[config.mk]
export PLATFORM = sky130hd
export DESIGN_NAME = text_renderer
export DESIGN_NICKNAME = d
export VERILOG_FILES = /design/src/rtl/video_pkg.sv /design/src/rtl/sync_delay.sv /design/src/rtl/text_renderer.sv
export SDC_FILE = /design/constraint.sdc
export NUM_CORES = 1
export LEC_CHECK = 0
export ABC_AREA = 1
export CORE_ASPECT_RATIO = 1.75
export CORE_MARGIN = 10
export CORE_UTILIZATION = 47
export CTS_BUF_LIST = sky130_fd_sc_hd__clkbuf_2 sky130_fd_sc_hd__clkbuf_4 sky130_fd_sc_hd__clkbuf_8
export DETAILED_ROUTE_END_ITERATION = 16
export PLACE_DENSITY = 0.9
export SLEW_MARGIN = 20
export SYNTH_ARGS = -nofsm -noshare
export SYNTH_HDL_FRONTEND = slang
export SYNTH_HIERARCHICAL = 1
export SYNTH_SLANG_ARGS = --single-unit
[constraint.sdc]
create_clock -name clk -period 3.3 [get_ports clk]
set_input_delay 0.66 -clock clk [delete_from_list [all_inputs] [get_ports clk]]
set_output_delay 0.66 -clock clk [all_outputs]
set_load 0.02 [all_outputs]
[src/rtl/video_pkg.sv]
// Shared text-mode video constants, side-band record and the fixed CGA palette.
// The palette is stored as 12-bit RGB (4 bits per channel).
package video_pkg;

    localparam int CELL_W   = 8;
    localparam int CELL_H   = 16;
    localparam int COLS     = 80;
    localparam int ROWS     = 30;
    localparam int CELLS    = COLS * ROWS;
    localparam int PIPE_LAT = 5;

    // Per-pixel information that rides alongside the memory fetches.
    typedef struct packed {
        logic       hs;
        logic       vs;
        logic       de;
        logic [2:0] px;
        logic       cursor;
    } sideband_t;

    function automatic logic [11:0] cga_rgb(input logic [3:0] idx);
        logic [11:0] rgb;
        case (idx)
            4'd0:    rgb = 12'h000;
            4'd1:    rgb = 12'h00A;
            4'd2:    rgb = 12'h0A0;
            4'd3:    rgb = 12'h0AA;
            4'd4:    rgb = 12'hA00;
            4'd5:    rgb = 12'hA0A;
            4'd6:    rgb = 12'hA50;
            4'd7:    rgb = 12'hAAA;
            4'd8:    rgb = 12'h555;
            4'd9:    rgb = 12'h55F;
            4'd10:   rgb = 12'h5F5;
            4'd11:   rgb = 12'h5FF;
            4'd12:   rgb = 12'hF55;
            4'd13:   rgb = 12'hF5F;
            4'd14:   rgb = 12'hFF5;
            default: rgb = 12'hFFF;
        endcase
        return rgb;
    endfunction

endpackage

[src/rtl/sync_delay.sv]
// N-stage, W-bit shift register with a synchronous reset value.
// Used for the sync/enable bits and every side-band field that must track the fetch pipeline.
module sync_delay #(
    parameter int            N       = 2,
    parameter int            W       = 1,
    parameter logic [W-1:0]  RST_VAL = '0
) (
    input  logic         clk,
    input  logic         rst,
    input  logic [W-1:0] d,
    output logic [W-1:0] q
);

    logic [W-1:0] stage_q [N];
    logic [W-1:0] stage_d [N];

    always_comb begin
        stage_d[0] = d;
        for (int i = 1; i < N; i++) begin
            stage_d[i] = stage_q[i-1];
        end
    end

    always_ff @(posedge clk) begin
        if (rst) begin
            for (int i = 0; i < N; i++) begin
                stage_q[i] <= RST_VAL;
            end
        end else begin
            for (int i = 0; i < N; i++) begin
                stage_q[i] <= stage_d[i];
            end
        end
    end

    assign q = stage_q[N-1];

endmodule

[src/rtl/text_renderer.sv]
// 80x30 character-cell renderer: cell fetch, font fetch, palette lookup and cursor,
// producing RGB exactly five clocks after the hc/vc that selected it.
module text_renderer
    import video_pkg::*;
#(
    parameter bit HSYNCPOL     = 1'b0,
    parameter bit VSYNCPOL     = 1'b0,
    parameter int BLINK_FRAMES = 16
) (
    input  logic        clk,
    input  logic        rst,
    input  logic [10:0] hc,
    input  logic [10:0] vc,
    input  logic        hs_in,
    input  logic        vs_in,
    input  logic        de_in,
    output logic [11:0] vram_addr,
    input  logic [15:0] vram_data,
    output logic [11:0] font_addr,
    input  logic [7:0]  font_data,
    input  logic [11:0] cursor_pos,
    input  logic        cursor_en,
    output logic [3:0]  r,
    output logic [3:0]  g,
    output logic [3:0]  b,
    output logic        hs_out,
    output logic        vs_out,
    output logic        de_out
);

    localparam sideband_t SB_RST = '{hs: ~HSYNCPOL, vs: ~VSYNCPOL, de: 1'b0, px: 3'd0, cursor: 1'b0};

    logic [6:0]  col;
    logic [4:0]  row;
    logic [3:0]  line;
    logic [11:0] cell_addr;
    logic        unused_coord_bits;

    assign col  = hc[9:3];
    assign row  = vc[8:4];
    assign line = vc[3:0];
    assign unused_coord_bits = ^{hc[10], vc[10:9]};

    // row*80 built from shifts so no multiplier is inferred.
    assign cell_addr = {1'b0, row, 6'b0} + {3'b0, row, 4'b0} + {5'b0, col};

    logic [11:0] vram_addr_q, vram_addr_d;
    logic [11:0] font_addr_q, font_addr_d;
    logic [3:0]  line_dly;
    logic [7:0]  attr_dly;
    sideband_t   sb_in, sb_dly;

    always_comb begin
        sb_in        = SB_RST;
        sb_in.hs     = hs_in;
        sb_in.vs     = vs_in;
        sb_in.de     = de_in;
        sb_in.px     = hc[2:0];
        sb_in.cursor = cursor_en && (cursor_pos < 12'(CELLS)) &&
                       (cell_addr == cursor_pos) && (line[3:1] == 3'b111);
    end

    always_comb begin
        vram_addr_d = cell_addr;
        font_addr_d = {vram_data[7:0], line_dly};
    end

    // Line arrives with the cell word, two edges after the address is issued.
    sync_delay #(.N(2), .W(4), .RST_VAL(4'd0)) u_line_dly (
        .clk (clk),
        .rst (rst),
        .d   (line),
        .q   (line_dly)
    );

    sync_delay #(.N(2), .W(8), .RST_VAL(8'd0)) u_attr_dly (
        .clk (clk),
        .rst (rst),
        .d   (vram_data[15:8]),
        .q   (attr_dly)
    );

    sync_delay #(.N(PIPE_LAT - 1), .W($bits(sideband_t)), .RST_VAL(SB_RST)) u_sb_dly (
        .clk (clk),
        .rst (rst),
        .d   (sb_in),
        .q   (sb_dly)
    );

    logic       vs_prev_q, vs_prev_d;
    logic [7:0] frame_cnt_q, frame_cnt_d;
    logic       blink_q, blink_d;
    logic       vs_act;

    assign vs_act = (vs_in == VSYNCPOL);

    always_comb begin
        vs_prev_d   = vs_act;
        frame_cnt_d = frame_cnt_q;
        blink_d     = blink_q;
        if (vs_act && !vs_prev_q) begin
            if (frame_cnt_q == 8'(BLINK_FRAMES - 1)) begin
                frame_cnt_d = 8'd0;
                blink_d     = ~blink_q;
            end else begin
                frame_cnt_d = frame_cnt_q + 8'd1;
            end
        end
    end

    logic [11:0] rgb_q, rgb_d;
    logic        hs_out_q, hs_out_d;
    logic        vs_out_q, vs_out_d;
    logic        de_out_q, de_out_d;
    logic [3:0]  fg_idx, bg_idx;
    logic        font_bit;
    logic        use_fg;

    assign fg_idx   = attr_dly[3:0];
    assign bg_idx   = attr_dly[7:4];
    assign font_bit = font_data[3'd7 - sb_dly.px];
    assign use_fg   = font_bit | (sb_dly.cursor & blink_q);

    always_comb begin
        hs_out_d = sb_dly.hs;
        vs_out_d = sb_dly.vs;
        de_out_d = sb_dly.de;
        rgb_d    = 12'h000;
        if (sb_dly.de) begin
            rgb_d = cga_rgb(use_fg ? fg_idx : bg_idx);
        end
    end

    always_ff @(posedge clk) begin
        if (rst) begin
            vram_addr_q <= 12'd0;
            font_addr_q <= 12'd0;
            vs_prev_q   <= 1'b0;
            frame_cnt_q <= 8'd0;
            blink_q     <= 1'b0;
            rgb_q       <= 12'h000;
            hs_out_q    <= ~HSYNCPOL;
            vs_out_q    <= ~VSYNCPOL;
            de_out_q    <= 1'b0;
        end else begin
            vram_addr_q <= vram_addr_d;
            font_addr_q <= font_addr_d;
            vs_prev_q   <= vs_prev_d;
            frame_cnt_q <= frame_cnt_d;
            blink_q     <= blink_d;
            rgb_q       <= rgb_d;
            hs_out_q    <= hs_out_d;
            vs_out_q    <= vs_out_d;
            de_out_q    <= de_out_d;
        end
    end

    assign vram_addr = vram_addr_q;
    assign font_addr = font_addr_q;
    assign r         = rgb_q[11:8];
    assign g         = rgb_q[7:4];
    assign b         = rgb_q[3:0];
    assign hs_out    = hs_out_q;
    assign vs_out    = vs_out_q;
    assign de_out    = de_out_q;

endmodule

==> out/metrics.csv <==
metric;value;unit
vias in the first global route;2984;
ys async rst share;0;%
Rows;42;
syn_area_per_cell;7.73;µm²
area share of the largest cell type after synthesis;51.9;%
crit-path cells;clkdlybuf4s50_1 > inv_1 > fa_1 > fa_1 > inv_1 > nand2_1 > nand2_1 > nor2_1 > nand2_1 > nor2_1 > nand3_1 > nor2_1 > nand3_1 > nor2_1 > inv_1 > nor2_1;
io pins;103;
Leak;0.00231;µW
total of max-cap violations;0;
ant diodes;0;
Finished Layout Cells;659;
crit path kind;in -> reg;
DR top layer;met4;
worst reg2reg path depth;11;
Top FF cell, synth;dfxtp_1;
Worst setup SP type;primary input;
FF-to-FF setup slack;1.86;ns
clk buf depth;2;
routed wire length on met3;539;µm
final net count;642;
Rel. slew slack;73.5;%
Layout area overhead;32.3;%
element type at the critical path end;register;
area of placed instances;4610;µm²
Pwr Density;462;nW/µm²
Residual DRC;0;
Tcrit/Tclk final;88.4;%
TNS Setup;0;ns
Gate Count Post-Synth;469;
Routed Antenna Nets;0;
Max Transition Viols Final;0;
worst skew pair latency;0.35;ns
R2R Path Start;u_sb_dly/stage_q[3][1];
WHS;0.400;ns
Arr. time, crit path;3.21;ns
DR WL/cell;12.0;µm
slowest stage cell on the critical path;fa_1;
Max FO, Critical Path;3;
worst hold path endpoint;u_sb_dly/stage_q[2][1];
Peak Freq;0.343;GHz
port bufs;99;
Sink Count;94;
hold path depth;2;
Iter 0 DRT Violations;114;
met2 wire length;4380;µm
EDFF count, synth;0;
Critical R2R Capture;rgb_q[7];
Post-DP HPWL;6390;µm
global-route wire length before repair;12800;µm
placed insts;643;
Root Buffer;clkbuf_8;
TritonCTS clock tree;yes;
Worst Setup SP;vc[6];
DR vias/cell;4.50;
htree depth;3;
largest net degree at the start of global routing;40;
register bit count reported by yosys;94;
Hold Fails Final Rpt;0;
# Post-CTS Setup Buffers;0;
syn_nets;545;
Peak VDD IR;256;µV
status;finished clean;
met1 wire length;2740;µm
die area;11800;µm²
Total GRT Usage;13.4;%
First-pass DRT Iterations;4;
cell taking the most area after synthesis;dfxtp_1;
post-synthesis sequential area ratio;51.9;%
warnings from Yosys;6;
clock transition at the registers of the reported paths;0.09;ns
Cell Area, Synth;3630;µm²
RePlAce Congestion;0.862;
min-delay src;u_sb_dly/stage_q[1][1];
# resized after CTS;0;
Max stage delay on crit path;0.60;ns
TritonCTS Buffers;9;
remaining global-route overflow;0;
Worst Tran Pin Value;0.394;ns
final instance area;4800;µm²
synth top area cells;dfxtp_1 52%, inv_1 13%, nor2_1 9.1%, nand2_1 8.2%, ha_1 3.4%;
final wirelength;7890;µm
worst clock skew;0.00701;ns
Final Setup Violations;0;
Hold Crit Class;reg -> reg;
minimum clock period;2.92;ns
CP most frequent cell;nor2_1;
Yosys cell types;26;
initial antenna violation count;0;
Core Footprint;7570;µm²
hold buffer count at CTS;0;
layout cells sized above 1;4.73;%
die width;86.4;µm
Initial Utilization;47.9;%
RSZ-0062 raised after global routing;false;
Die Y;136;µm
Crit path required time;3.60;ns
Via Count;2966;
==> metrics by stage <==
step,utilization (%),setup WS (ns),power [µW]
2_1_floorplan,-,0.730,1400
3_3_place_gp,61.0,0.0724,1540
3_5_place_dp,61.0,0.000742,1560
4_1_cts,63.4,0.390,2240
5_1_grt,63.4,0.132,2320
6_report,63.4,0.382,2220
==> registers in the layout, indices dropped and copies added (netlist names), 5 cells and up <==
name and count:
u_line_dly/stage_q 8, rgb_q 5, u_sb_dly/stage_q 28, font_addr 12, frame_cnt_q 8, u_attr_dly/stage_q 16, vram_addr 12
==> per-layer routing <==
layer	vias to the layer above	GRT usage, %
li1	1542	-
met1	1313	11.6
met2	91	25.6
met3	20	4.01
met4	0	7.87
met5	-	0
==> critical path: cells and delay by family <==
family	cells	cell delay, ns
and+or+nand+nor	10	0.80
buffers and inverters	4	0.66
adders and majority gates	2	1.08
==> cell families (layout without fill, tap and decap cells) <==
logic type	Yosys count	count (layout)	synth area share, %
AOI/OAI and AO/OA	16	16	2.28
xor gates and xnor gates	6	6	1.83
adders and majority gates	12	12	4.55
buffers and inverters	138	240	16.1
DFF	94	94	51.9
and+or+nand+nor	203	203	23.3
==> cells in the final DEF (no fill, tap or decap), types with 5 or more instances in the layout <==
| cell type | n |
|---|---|
| a21oi_1 | 9 |
| o21ai_0 | 5 |
| nor2_1 | 88 |
| inv_1 | 122 |
| nand4_1 | 9 |
| clkbuf_8 | 10 |
| nand2_1 | 79 |
| xor2_1 | 5 |
| ha_1 | 10 |
| nand3_1 | 14 |
| dfxtp_1 | 94 |
| clkdlybuf4s50_1 | 98 |
==> synth_stat cells (4+ instances only) <==
library cell / n
nand2_1: 79
buf_4: 7
nand3_1: 14
dfxtp_1: 94
o21ai_0: 5
nand4_1: 9
nor2_1: 88
a21oi_1: 9
xor2_1: 5
ha_1: 10
buf_6: 4
inv_1: 122
==> power breakdown <==
| part | internal (µW) | switching (µW) |
|---|---|---|
| Sequential | 1180 | 13.4 |
| Clock | 297 | 390 |
| Combinational | 165 | 172 |
==> how the worst max path moves through the flow <==
| stage | endpoint | cells after the start |
|---|---|---|
| after floorplan | u_sb_dly/stage_q[0][0] | 15 |
| after global placement | u_sb_dly/stage_q[0][0] | 16 |
| after detailed placement | u_sb_dly/stage_q[0][0] | 16 |
| after CTS | u_sb_dly/stage_q[0][0] | 16 |
| after global routing | u_sb_dly/stage_q[0][0] | 16 |
| final | u_sb_dly/stage_q[0][0] | 16 |
==> cell type report <==
class	count	area, µm²
Clock buffer	10	138
Clock inverter	6	45.0
Fill cell	644	2770
Inverter	123	462
Multi-Input combinational cell	237	1160
Sequential cell	94	1880
Tap cell	88	110
Timing Repair Buffer	101	1000
Power figures use the tool's default switching activity.
